--- config.mk ---
export PLATFORM = sky130hd
export DESIGN_NAME = if_fetch_flat
export DESIGN_NICKNAME = d
export VERILOG_FILES = /design/src/rtl/if_fetch_pkg.sv /design/src/rtl/if_fetch_if.sv /design/src/rtl/if_skid_buf.sv /design/src/rtl/if_fetch.sv /design/src/flat_wrapper.sv
export SDC_FILE = /design/constraint.sdc
export NUM_CORES = 1
export LEC_CHECK = 0
export ABC_AREA = 1
export BUFFER_PORTS_ARGS = -buffer_cell sky130_fd_sc_hd__clkbuf_2
export CORE_MARGIN = 3
export CORE_UTILIZATION = 30
export CTS_CLUSTER_DIAMETER = 120
export DETAILED_ROUTE_END_ITERATION = 6
export HOLD_SLACK_MARGIN = 0.02
export SYNTH_ARGS = -nofsm -noshare
export SYNTH_HDL_FRONTEND = slang
export SYNTH_SLANG_ARGS = --single-unit
--- constraint.sdc ---
create_clock -name clk -period 13.8 [get_ports clk]
set_input_delay 0.69 -clock clk [delete_from_list [all_inputs] [get_ports clk]]
set_output_delay 0.69 -clock clk [all_outputs]
set_load 0.02 [all_outputs]
--- src/rtl/if_fetch_pkg.sv ---
// if_fetch_pkg: shared bus-width defines, fetch FSM state encoding and PC step
// for the instruction-fetch stage.

`ifndef INST_ADDR_BUS
`define INST_ADDR_BUS 31:0
`endif

`ifndef INST_BUS
`define INST_BUS 31:0
`endif

package if_fetch_pkg;

  typedef enum logic [1:0] {
    S_IDLE = 2'd0,
    S_REQ  = 2'd1,
    S_HOLD = 2'd2,
    S_DROP = 2'd3
  } fetch_state_e;

  localparam int unsigned PC_STEP = 4;

endpackage

--- src/rtl/if_fetch_if.sv ---
// if_fetch_if: request/acknowledge bus between the fetch stage (master) and
// the instruction ROM (slave).

interface if_fetch_if #(
  parameter int ADDR_W = 32,
  parameter int INST_W = 32
);

  logic              o_romReq;
  logic [ADDR_W-1:0] o_romAddr;
  logic              i_romAck;
  logic [INST_W-1:0] i_romInst;

  modport master (
    output o_romReq,
    output o_romAddr,
    input  i_romAck,
    input  i_romInst
  );

  modport slave (
    input  o_romReq,
    input  o_romAddr,
    output i_romAck,
    output i_romInst
  );

endinterface

--- src/rtl/if_skid_buf.sv ---
// if_skid_buf: one-entry pc+inst holding buffer. Flush beats load, load beats
// drain. Only the occupancy flag is reset; the payload is captured on load.

module if_skid_buf #(
  parameter int ADDR_W = 32,
  parameter int INST_W = 32
) (
  input  logic              clk,
  input  logic              rst,
  input  logic              load_i,
  input  logic              drain_i,
  input  logic              flush_i,
  input  logic [ADDR_W-1:0] pc_i,
  input  logic [INST_W-1:0] inst_i,
  output logic              valid_o,
  output logic [ADDR_W-1:0] pc_o,
  output logic [INST_W-1:0] inst_o
);

  logic              valid_q;
  logic              valid_d;
  logic [ADDR_W-1:0] pc_q;
  logic [INST_W-1:0] inst_q;

  // Occupancy next-state: flush, then load, then drain
  always_comb begin
    valid_d = valid_q;
    if (flush_i)      valid_d = 1'b0;
    else if (load_i)  valid_d = 1'b1;
    else if (drain_i) valid_d = 1'b0;
  end

  // Occupancy register
  always_ff @(posedge clk) begin
    if (rst) valid_q <= 1'b0;
    else     valid_q <= valid_d;
  end

  // Payload capture
  always_ff @(posedge clk) begin
    if (load_i) begin
      pc_q   <= pc_i;
      inst_q <= inst_i;
    end
  end

  assign valid_o = valid_q;
  assign pc_o    = pc_q;
  assign inst_o  = inst_q;

endmodule

--- src/rtl/if_fetch.sv ---
// if_fetch: instruction-fetch stage. Owns the PC, fetches over the ROM
// req/ack bus, presents (pc, inst, valid) to IF/ID, absorbs one stalled
// response in a skid buffer and squashes in-flight responses on redirect.
// Optional build macro IF_FETCH_PERF_CNT_EN adds saturating fetch/drop counters.

module if_fetch
  import if_fetch_pkg::*;
#(
  parameter int                ADDR_W   = 32,
  parameter int                INST_W   = 32,
  parameter logic [ADDR_W-1:0] RESET_PC = '0
) (
  input  logic              clk,
  input  logic              rst,
  if_fetch_if.master        rom,
  input  logic              i_stall,
  input  logic              i_redirect,
  input  logic [ADDR_W-1:0] i_redirectPc,
  output logic [ADDR_W-1:0] if_pc,
  output logic [INST_W-1:0] if_inst,
  output logic              if_valid
`ifdef IF_FETCH_PERF_CNT_EN
  ,
  output logic [31:0]       o_fetchCnt,
  output logic [31:0]       o_dropCnt
`endif
);

  fetch_state_e      state_q, state_d;
  logic [ADDR_W-1:0] fetch_pc_q, fetch_pc_d;
  logic [ADDR_W-1:0] req_addr_q, req_addr_d;
  logic              req_q, req_d;
  logic [ADDR_W-1:0] pc_q, pc_d;
  logic [INST_W-1:0] inst_q, inst_d;
  logic              valid_q, valid_d;

  logic              skid_load, skid_drain, skid_flush;
  logic              skid_valid;
  logic [ADDR_W-1:0] skid_pc;
  logic [INST_W-1:0] skid_inst;

  logic              ack;
  logic              slot_busy;
  logic              consume;
  logic [ADDR_W-1:0] pc_next;
  logic [ADDR_W-1:0] redir_pc_al;

  assign ack         = rom.i_romAck;
  assign slot_busy   = valid_q & i_stall;
  assign consume     = valid_q & ~i_stall;
  assign pc_next     = fetch_pc_q + ADDR_W'(PC_STEP);
  assign redir_pc_al = i_redirectPc & ~ADDR_W'(3);

  if_skid_buf #(
    .ADDR_W (ADDR_W),
    .INST_W (INST_W)
  ) u_skid (
    .clk     (clk),
    .rst     (rst),
    .load_i  (skid_load),
    .drain_i (skid_drain),
    .flush_i (skid_flush),
    .pc_i    (req_addr_q),
    .inst_i  (rom.i_romInst),
    .valid_o (skid_valid),
    .pc_o    (skid_pc),
    .inst_o  (skid_inst)
  );

  // State register
  always_ff @(posedge clk) begin
    if (rst) state_q <= S_IDLE;
    else     state_q <= state_d;
  end

  // Next-state logic; a redirect with a request still waiting for its ack
  // must park in S_DROP to swallow that ack
  always_comb begin
    state_d = state_q;
    if (i_redirect) begin
      state_d = (req_q & ~ack) ? S_DROP : S_IDLE;
    end else begin
      case (state_q)
        S_IDLE:  state_d = S_REQ;
        S_REQ:   if (ack && slot_busy) state_d = S_HOLD;
        S_HOLD:  if (consume) state_d = S_IDLE;
        S_DROP:  if (ack) state_d = S_IDLE;
        default: state_d = S_IDLE;
      endcase
    end
  end

  // Datapath and bus controls; an unstalled valid slot empties unless refilled
  always_comb begin
    fetch_pc_d = fetch_pc_q;
    req_addr_d = req_addr_q;
    req_d      = req_q;
    pc_d       = pc_q;
    inst_d     = inst_q;
    valid_d    = slot_busy;
    skid_load  = 1'b0;
    skid_drain = 1'b0;
    skid_flush = 1'b0;
    if (i_redirect) begin
      fetch_pc_d = redir_pc_al;
      valid_d    = 1'b0;
      skid_flush = 1'b1;
      req_d      = req_q & ~ack;
    end else begin
      case (state_q)
        S_IDLE: begin
          req_d      = 1'b1;
          req_addr_d = fetch_pc_q;
        end
        S_REQ: begin
          if (ack) begin
            fetch_pc_d = pc_next;
            if (!slot_busy) begin
              pc_d       = req_addr_q;
              inst_d     = rom.i_romInst;
              valid_d    = 1'b1;
              req_addr_d = pc_next;
            end else begin
              skid_load = 1'b1;
              req_d     = 1'b0;
            end
          end
        end
        S_HOLD: begin
          if (consume) begin
            pc_d       = skid_pc;
            inst_d     = skid_inst;
            valid_d    = 1'b1;
            skid_drain = 1'b1;
          end
        end
        S_DROP: begin
          if (ack) req_d = 1'b0;
        end
        default: ;
      endcase
    end
  end

  // Fetch registers
  always_ff @(posedge clk) begin
    if (rst) begin
      fetch_pc_q <= RESET_PC;
      req_addr_q <= RESET_PC;
      req_q      <= 1'b0;
      pc_q       <= '0;
      inst_q     <= '0;
      valid_q    <= 1'b0;
    end else begin
      fetch_pc_q <= fetch_pc_d;
      req_addr_q <= req_addr_d;
      req_q      <= req_d;
      pc_q       <= pc_d;
      inst_q     <= inst_d;
      valid_q    <= valid_d;
    end
  end

  assign rom.o_romReq  = req_q;
  assign rom.o_romAddr = req_addr_q;
  assign if_pc         = pc_q;
  assign if_inst       = inst_q;
  assign if_valid      = valid_q;

`ifdef IF_FETCH_PERF_CNT_EN
  logic [31:0] fetch_cnt_q, fetch_cnt_d;
  logic [31:0] drop_cnt_q, drop_cnt_d;
  logic        ack_taken;
  logic        ack_dropped;
  logic [1:0]  drop_inc;

  function automatic logic [31:0] sat_add(input logic [31:0] cnt, input logic [1:0] inc);
    logic [32:0] sum;
    sum = {1'b0, cnt} + 33'(inc);
    return sum[32] ? 32'hFFFF_FFFF : sum[31:0];
  endfunction

  assign ack_taken   = ack & ~i_redirect & (state_q == S_REQ);
  assign ack_dropped = ack & req_q & (i_redirect | (state_q == S_DROP));
  assign drop_inc    = 2'(ack_dropped) + 2'(i_redirect & slot_busy) + 2'(i_redirect & skid_valid);

  // Counter increments: accepted acks, and discarded acks plus flushed entries
  always_comb begin
    fetch_cnt_d = sat_add(fetch_cnt_q, 2'(ack_taken));
    drop_cnt_d  = sat_add(drop_cnt_q, drop_inc);
  end

  // Counter registers
  always_ff @(posedge clk) begin
    if (rst) begin
      fetch_cnt_q <= '0;
      drop_cnt_q  <= '0;
    end else begin
      fetch_cnt_q <= fetch_cnt_d;
      drop_cnt_q  <= drop_cnt_d;
    end
  end

  assign o_fetchCnt = fetch_cnt_q;
  assign o_dropCnt  = drop_cnt_q;
`endif

endmodule

--- src/flat_wrapper.sv ---
// flat-port wrapper written by rule: the top's interface ports become plain ports
module if_fetch_flat import if_fetch_pkg::*;
#(
  parameter int                ADDR_W   = 32,
  parameter int                INST_W   = 32,
  parameter logic [ADDR_W-1:0] RESET_PC = '0
)
  (clk, rst, i_stall, i_redirect, i_redirectPc, if_pc, if_inst, if_valid, rom_o_romReq, rom_o_romAddr, rom_i_romAck, rom_i_romInst);
  if_fetch_if #(.ADDR_W(ADDR_W), .INST_W(INST_W)) rom_i ();
  input  logic clk;
  input  logic rst;
  input  logic i_stall;
  input  logic i_redirect;
  input  logic [ADDR_W-1:0] i_redirectPc;
  output logic [ADDR_W-1:0] if_pc;
  output logic [INST_W-1:0] if_inst;
  output logic if_valid;
  output wire logic [$bits(rom_i.o_romReq)-1:0] rom_o_romReq;
  output wire logic [$bits(rom_i.o_romAddr)-1:0] rom_o_romAddr;
  input wire logic [$bits(rom_i.i_romAck)-1:0] rom_i_romAck;
  input wire logic [$bits(rom_i.i_romInst)-1:0] rom_i_romInst;
  assign rom_o_romReq = rom_i.o_romReq;
  assign rom_o_romAddr = rom_i.o_romAddr;
  assign rom_i.i_romAck = rom_i_romAck;
  assign rom_i.i_romInst = rom_i_romInst;
  if_fetch #(.ADDR_W(ADDR_W), .INST_W(INST_W), .RESET_PC(RESET_PC)) u_core (.clk(clk), .rst(rst), .rom(rom_i), .i_stall(i_stall), .i_redirect(i_redirect), .i_redirectPc(i_redirectPc), .if_pc(if_pc), .if_inst(if_inst), .if_valid(if_valid));
endmodule
=== Word-level counts from Yosys, hierarchy flattened ===
Index checks and enable logic that the tools add are counted.
Widths: inputs -> output; s select.

* $add $sub $neg: 1
* Muxes and demuxes: 32
* Reductions and logical operators: 14
* Equality and inequality tests: 11
* Bitwise gates (word level): 6

{| class="wikitable"
|+ Operators by type and width
! operator !! number
|-
| $mux 32 || 11
|-
| $pmux 32 s2 || 3
|-
| $add 32x3->32 const B || 1
|-
| $mux 1 || 10
|-
| $mux 2 || 5
|-
| $ne 3x2->1 const B || 3
|-
| $pmux 2 s4 || 1
|-
| $reduce_and 4->1 || 2
|-
| $reduce_bool 2->1 || 4
|-
| $ne 3x3->1 const B || 2
|-
| $reduce_and 5->1 || 1
|-
| $eq 2x2->1 const B || 2
|-
| $ne 2x2->1 const B || 2
|-
| $reduce_and 2->1 || 2
|-
| $reduce_bool 4->1 || 1
|-
| $and 1x1->1 || 3
|-
| $not 1->1 || 3
|-
| $pmux 1 s3 || 1
|-
| $reduce_and 3->1 || 1
|-
| $eq 2x1->1 const B || 1
|-
| $logic_not 2->1 || 1
|-
| $ne 2x1->1 const B || 1
|-
| $pmux 1 s2 || 1
|-
| $reduce_or 2->1 || 1
|-
| $logic_and 1x1->1 || 1
|}

* Output and inout bits: 98
* Bits in registers: 196
* Word-level logic and storage cells: 74

=== Longest topological paths before layout ===
Gate-level depths: netlist of the first run.

* Depth in word-level cells: 5
* Mapped depth: 11
* Gate-level depth less buffers: 10

=== Modules after synthesis ===
From an unflattened synthesis of the first run, not the netlist that was laid out.

* Cell total of the unflattened synthesis: 931
* Area, all modules: 8,389.3 µm²

{| class="wikitable"
|+ By module, submodules not included
! module !! cells an instance !! times used !! sequential area each (µm²) !! area each (µm²)
|-
| if_fetch || 859 || 1 || 2,562.5 || 6,416.2
|-
| if_skid_buf || 72 || 1 || 1,941.9 || 1,973.1
|}

=== Worst setup path before layout of the first run ===
No wires, ideal clock.

* Path type: input -> register
* Start point: input port i_redirect
* End point: register u_core.u_skid.inst_q[0], in the netlist u_core.u_skid.inst_o[0] (enable)
* Library setup time: 558 ps
* Arrival time: 5,223 ps
* Stages: 4
* Required time: 13,242 ps
* Path slack: 8,019 ps
* Cell sequence: buf_4 inv_4 nand2_1 nor3_1

* Longest elaborated chain between the ends: 1

{| class="wikitable"
|+ RTL lines
! element !! line !! RTL
|-
| from (decl) || flat_wrapper.sv:13 || <nowiki>input logic i_redirect;</nowiki>
|-
| $mux 1 || if_fetch.sv:104 || <nowiki>if (i_redirect) begin</nowiki>
|-
| named net u_core.skid_load || if_fetch.sv:37 || <nowiki>logic skid_load, skid_drain, skid_flush;</nowiki>
|-
| to (signal assigned) || if_skid_buf.sv:43 || <nowiki>inst_q <= inst_i;</nowiki>
|-
| to (decl) || if_skid_buf.sv:23 || <nowiki>logic [INST_W-1:0] inst_q;</nowiki>
|}

The timed path passes the listed nets, and every way through them passes these cells.
A chain may end at the register's enable or synchronous reset.

=== Worst setup path after layout of the first run ===
* Start point: register u_core.state_q[1]
* End point: register u_core.inst_q[8], in the netlist u_core.if_inst[8]

* Longest elaborated chain between the ends: 3
* Elaborated cells on any way between the ends: 8

{| class="wikitable"
|+ RTL lines
! element !! line !! RTL
|-
| from (decl) || if_fetch.sv:29 || <nowiki>fetch_state_e state_q, state_d;</nowiki>
|-
| from (signal assigned) || if_fetch.sv:73 || <nowiki>else state_q <= state_d;</nowiki>
|-
| $eq 2x2->1 or $eq 2x1->1 (tied branches) || n/a ||
|-
| $ne 2x1->1 (no source line) (tied with other cells) || n/a ||
|-
| $reduce_and 5->1 (no source line) || n/a ||
|-
| to (signal assigned) || if_fetch.sv:159 || <nowiki>inst_q <= inst_d;</nowiki>
|-
| to (decl) || if_fetch.sv:34 || <nowiki>logic [INST_W-1:0] inst_q, inst_d;</nowiki>
|}

Several ways; a longest one is shown, not always the timed one.

==> results of run 1 <==
[state kept, by name, indices dropped and copies added (netlist names)]
signal                cells
u_core.if_inst           32
u_core.rom.o_romAddr     30
u_core.u_skid.pc_o       30
u_core.if_valid           1
u_core.fetch_pc_q        30
u_core.state_q            2
u_core.rom.o_romReq       1
u_core.u_skid.inst_o     32
u_core.if_pc             30
[placed cells by master (no fill, tap or decap), types with 2 or more instances in the layout]
cell type   synthesis  final
xor2_1              7      7
clkinv_2            0      2
nor2_2              4      4
o21ai_0           113    113
inv_8               0      5
ha_1                6      5
inv_1              52     51
dfxtp_1           126    126
a21oi_1           142    142
inv_4               2      2
mux2i_1            62     62
nor2_1             36     36
a31oi_1             8      8
nand2_2             5      5
nor2_4              8      8
and2_1              2      2
nand2_4             2      2
clkinvlp_4          0      3
xnor2_1             4      4
buf_4               7      6
o21ai_1             2      2
clkbuf_2            5    160
nand3_1            26     26
inv_2               3      3
edfxtp_1           62     62
nand2_1           178    178
xor2_2              4      4
inv_6               0      2
clkinv_4            0      2
conb_1              1      4
clkbuf_16           0     18
[how the worst max path moves through the flow]
stage                                       endpoint  cells after the start
3_5_place_dp          u_core.if_inst[2]$_SDFFE_PP0P_                      9
4_1_cts        u_core.rom.o_romAddr[11]$_SDFFE_PP0P_                      9
2_1_floorplan      u_core.u_skid.inst_o[0]$_DFFE_PP_                      4
6_report              u_core.if_inst[8]$_SDFFE_PP0P_                     11
5_1_grt                u_core.if_pc[27]$_SDFFE_PP0P_                     10
3_3_place_gp    u_core.rom.o_romAddr[4]$_SDFFE_PP0P_                      7
[stage by stage]
step | utilization (%) | setup WS, ns | area [um2] | hold WS, ns
2_1_floorplan | - | 8.02 | 8340 | 0.490
3_5_place_dp | 34.5 | 10.76 | 9350 | 0.465
6_report | 36.7 | 10.82 | 9950 | 0.458
4_1_cts | 36.7 | 10.80 | 9950 | 0.434
5_1_grt | 36.7 | 10.45 | 9950 | 0.427
3_3_place_gp | 34.5 | 10.75 | 9350 | 0.460
[where the power goes]
group | switching [mW] | internal [mW] | total, mW
combinational | 0.320 | 0.154 | 0.474
sequential | 0.0646 | 0.653 | 0.718
clock | 0.229 | 0.268 | 0.496
total | 0.613 | 1.07 | 1.69
[routing by layer]
metal  up-vias  GRT usage, %  share of wire [%]
li1       3411             -                  -
met3        16          3.40                4.5
met5         -             0                  0
met2       149          23.9                 46
met4         0          4.16                1.4
met1      3094          19.6                 48
[cell type report]
type	count	area share (%)
flip-flops and latches	188	44.1
repair buffers	166	8.50
multi-input cells	623	34.5
clock buffers	18	4.53
inverters	57	2.21
clock inverters	14	1.50
well taps	372	4.68
[logic make-up after synthesis]
logic type / Yosys count / share of synthesized area [%]
AO/OA/AOI/OAI: 272 / 16.8
AND/OR/NAND/NOR: 264 / 13.7
flip-flops: 188 / 52.6
buffers and inverters: 114 / 6.45
multiplexers: 62 / 7.45
XOR/XNOR: 15 / 1.94
adder cells (fa/ha/maj): 6 / 0.901
other: 1 / 0.0450
[critical path: stages, from the launching register on]
cell	delay [ns]
dfxtp_1	0.41
inv_1	0.12
ha_1	0.19
buf_4	0.26
inv_4	0.36
o21ai_4	0.13
inv_2	0.05
nand3_1	0.07
inv_2	0.05
buf_4	0.82
o21ai_0	0.17
a21oi_1	0.18
==> summary.md, run 1 <==
| Metric | Value |
|---|---|
| Status | complete, no violations |
| Syn-to-layout area delta | 19.5% |
| Worst hold path class | in2reg |
| Max_slew headroom | 24.0% |
| Reg2Reg Depth | 11 |
| Share of cells above drive strength 1 | 21.7% |
| DR pass1 iterations | 4 |
| Fin cells | 1438 |
| Fmax | 336 MHz |
| Max_cap viols | 0 |
| Synth top area share | 30.3% |
| CTS tree | done |
| Antenna diodes | 0 |
| Hold Crit Depth | 1 |
| DR DRC count | 0 |
| Die width | 173 um |
| Setup Skew | 0.0136 ns |
| Most instantiated cells after synthesis | nand2_1, a21oi_1, dfxtp_1 |
| CTS max path bufs | 2 |
| Post-CTS setup buffer count | 0 |
| H-tree depth | 4 |
| Leak | 3.90 nW |
| I/O pin cnt | 167 |
| Crit path from | u_core.state_q[1]$_SDFFE_PP0P_ |
| Peak supply drop | 0.0845 mV |
| GRT Total Usage | 14.7% |
| Yosys reg bits | 188 |
| Pwr dens | 170 mW/mm2 |
| Post-cts resize count | 0 |
| Worst Tran Pin Value | 1.14 ns |
| Ys flop type | dfxtp_1 |
| Worst reg2reg path endpoint | u_core.if_inst[8]$_SDFFE_PP0P_ |
| WL per Instance | 15.5 um |
| Initial antenna violation count | 0 |
| Sequential-to-total area share from yosys stat | 52.6% |
| Multi-input logic area | 0.00344 mm2 |
| Yosys warnings | 0 |
| CP Capture Type | register |
| CP max FO | 124 |
| Post-synth cell types | 37 |
| Cells after Synth | 922 |
| Most common cell in the netlist | nand2_1 |
| # nets final | 1128 |
| Data arrival time of the critical path | 3.31 ns |
| Final-layout fill cell count | 2764 |
| CTS Sinks | 188 |
| Fin crit period | 2.98 ns |
| Die ar. | 0.0298 mm2 |
| Setup violators final | 0 |
| Hold path start | rom_i_romInst[27] |
| RSZ-0062 raised after global routing | false |
| Final Max Slew Viols | 0 |
| Register area | 0.00438 mm2 |
| Initial DRC Count | 341 |
| Final clock period utilization by the worst path | 21.6% |
| Port bufs | 160 |
| Crit Path Class | reg2reg |
| Synth area leader | dfxtp_1 |
| Synthesized area per cell | 9.03 um2 |
| Global-route wire length before repair | 35700 um |
| Critical Path Start Type | register |
| Number of cell rows | 60 |
| Clock Latency Late Sink | 0.42 ns |
| Hold endpoint | u_core.u_skid.inst_o[27]$_DFFE_PP_ |
| Synth Cell Area | 0.00833 mm2 |
| Hold Vio Cnt, Final | 0 |
| Largest net degree at the start of global routing | 125 |
| Reg-to-reg startpoint | u_core.state_q[1]$_SDFFE_PP0P_ |
| Reg clk slew, reported paths | 0.07 ns |
| CTS Hold Bufs | 0 |
| HPWL Detailed | 15100 um |
| Reg-to-reg slack, setup | 10.82 ns |
| Clock root cell | clkbuf_16 |
| Setup TNS | 0 ns |
| DRT Wirelength | 22300 um |
| Total power | 1.69 mW |
| Number of CTS-inserted buffers | 17 |
| Die Y | 173 um |
| Via density | 4.64 |
| Count of flip-flops with a built-in enable after synthesis | 62 |
| Routed Antenna Nets | 0 |
| Gp weighted congestion | 0.789 |
| Core Area | 0.0271 mm2 |
| Global route overflow | 0 |
| Initial Util | 30.7% |
| Vias in the first global route | 6490 |
| Placed Cells incl. Taps | 1406 |
| Async set-reset flop share out of synthesis | 0% |
| DR vias | 6670 |
| WP data required | 14.14 ns |
| Dominant cells by area after synthesis | dfxtp_1, edfxtp_1, a21oi_1 |
Note: power is estimated with default switching activity, not from simulation.
==> inputs of run 2 (changes only) <==
- clock period: 13.8 -> 2.5 ns (I/O delays scaled with it)
==> summary.md, run 2 (synthesis gave the netlist of run 1 again) <==
| Metric | Value |
|---|---|
| Status | complete, no violations |
| Routed Antenna Nets | 0 |
| Share of cells above drive strength 1 | 21.9% |
| DR DRC count | 0 |
| CTS Sinks | 188 |
| Critical Path Start Type | register |
| Final clock period utilization by the worst path | 82.2% |
| Reg-to-reg startpoint | u_core.state_q[1]$_SDFFE_PP0P_ |
| Clock root cell | clkbuf_16 |
| Final-layout fill cell count | 2712 |
| Initial antenna violation count | 0 |
| Commonest non-fill, non-tap cell in the layout | nand2_1 |
| H-tree depth | 4 |
| Die Y | 173 um |
| Most common cell on crit path | inv_2 |
| Post-CTS setup buffer count | 0 |
| Leak | 4.20 nW |
| Final Max Slew Viols | 0 |
| I/O pin cnt | 167 |
| Reg clk slew, reported paths | 0.08 ns |
| CTS tree | done |
| Vias in the first global route | 6810 |
| CTS max path bufs | 2 |
| Hold path start | i_redirectPc[26] |
| Gp weighted congestion | 0.824 |
| Pwr dens | 895 mW/mm2 |
| Initial DRC Count | 421 |
| DRT Wirelength | 22500 um |
| Post-cts resize count | 0 |
| Port bufs | 160 |
| Number of CTS-inserted buffers | 17 |
| Most frequent cells in the layout | nand2_1, clkbuf_2, a21oi_1 |
| Hold endpoint | u_core.fetch_pc_q[26]$_SDFFE_PP0P_ |
| Slowest CP cell | nor2_4 |
| Worst Tran Pin Value | 0.677 ns |
| Fmax | 486 MHz |
| Die ar. | 0.0298 mm2 |
| WP data required | 2.81 ns |
| Worst reg2reg path endpoint | u_core.rom.o_romAddr[4]$_SDFFE_PP0P_ |
| GRT Total Usage | 15.0% |
| CP Cell Sequence | inv_2 > ha_4 > nand2_1 > o21ai_1 > nor2_4 > inv_2 > buf_12 > a211oi_1 > nor2_1 |
| Setup violators final | 0 |
| WL per Instance | 15.0 um |
| DR vias | 6862 |
| CP max FO | 33 |
| Reg2Reg Depth | 9 |
| Max_cap viols | 0 |
| Die width | 173 um |
| Antenna diodes | 0 |
| Setup Skew | 0.0114 ns |
| Hold Crit Depth | 5 |
| Global route overflow | 0 |
| Peak supply drop | 0.420 mV |
| Crit path largest cell delay | 0.56 ns |
| Largest net degree at the start of global routing | 63 |
| Syn-to-layout area delta | 27.4% |
| Hold Vio Cnt, Final | 0 |
| Via density | 4.59 |
| Worst hold path class | in2reg |
| DR pass1 iterations | 5 |
| Number of cell rows | 60 |
| Initial Util | 30.7% |
| Post-layout util | 39.2% |
| # nets final | 1184 |
| Total power | 9.50 mW |
| CP top delay family | simple AND/OR/NAND/NOR gates |
| Global-route wire length before repair | 36900 um |
| Worst Path Buf+Inv | 3 |
| CP Capture Type | register |
| Crit Path Class | reg2reg |
| Reg-to-reg slack, setup | 0.44 ns |
| Clock Latency Late Sink | 0.43 ns |
| RSZ-0062 raised after global routing | false |
| Fin crit period | 2.06 ns |
| Core Area | 0.0271 mm2 |
| Max_slew headroom | 54.8% |
| Data arrival time of the critical path | 2.37 ns |
| HPWL Detailed | 15500 um |
[run 2: cell count changes in the layout (fill, tap and decap cells not counted), sizes merged]
cell,delta
dlygate4sd3,+45
buf,+11
clkbuf,+4
inv,-2
bufinv,-1
clkinvlp,-1
[run 2: per-stage QoR]
stage	worst slack [ns]	instances	hold slack, ns	setup TNS, ns	cell area, um2
after CTS	0.401	1494	0.0244	0	10600
after global routing	0.251	1494	0.0601	0	10600
final	0.444	1494	0.0458	0	10600
after detailed placement	0.421	1417	0.323	0	9550
after floorplan	-0.166	925	0.224	-10.32	8380
after global placement	0.459	1417	0.318	0	9550
[run 2: worst min-delay path, stage by stage]
cell	delay (ns)
clkbuf_2	0.08
nand2_1	0.05
o21ai_0	0.07
inv_1	0.05
a21oi_1	0.05
[run 2: layout make-up]
cell class	instances	area, um2	area share (%)
clock inverter	10	93.8	0.884
sequential	188	4390	41.3
timing repair buffer	222	1470	13.8
clock buffer	22	518	4.88
multi-input combinational	623	3460	32.6
inverter	57	220	2.07
tap	372	465	4.39
[run 2: how the worst max path moves through the flow]
stage,from,endpoint,slack (ns),depth (start not counted)
after floorplan,u_core.state_q[1]$_SDFFE_PP0P_,u_core.u_skid.inst_o[0]$_DFFE_PP_,-0.17,5
after global placement,u_core.state_q[1]$_SDFFE_PP0P_,u_core.rom.o_romAddr[4]$_SDFFE_PP0P_,0.46,9
after detailed placement,u_core.state_q[1]$_SDFFE_PP0P_,u_core.rom.o_romAddr[4]$_SDFFE_PP0P_,0.42,9
after CTS,u_core.state_q[1]$_SDFFE_PP0P_,u_core.rom.o_romAddr[4]$_SDFFE_PP0P_,0.40,9
after global routing,u_core.state_q[1]$_SDFFE_PP0P_,u_core.rom.o_romAddr[4]$_SDFFE_PP0P_,0.25,9
final,u_core.state_q[1]$_SDFFE_PP0P_,u_core.rom.o_romAddr[4]$_SDFFE_PP0P_,0.44,9
[run 2: routing by layer]
| metal | wire length, um | up-vias | track usage, % | part of all wire (%) |
|---|---|---|---|---|
| met3 | 897 | 20 | 2.74 | 4.0 |
| met1 | 10800 | 3171 | 21.0 | 48 |
| met5 | 0 | - | 0 | 0 |
| met2 | 10400 | 150 | 23.9 | 46 |
| li1 | - | 3521 | - | - |
| met4 | 320 | 0 | 4.06 | 1.4 |
[run 2: where the power goes]
part | leakage [nW] | switching (mW) | internal, mW | total, mW
clock network | 0.296 | 1.24 | 1.51 | 2.76
logic | 2.31 | 1.79 | 0.994 | 2.78
registers | 1.60 | 0.353 | 3.61 | 3.96
[run 2: what timing repair did]
action,CTS,global route
hold buffers,45,0
hold endpoints to repair,73,0
endpoints found under the setup margin,0,0
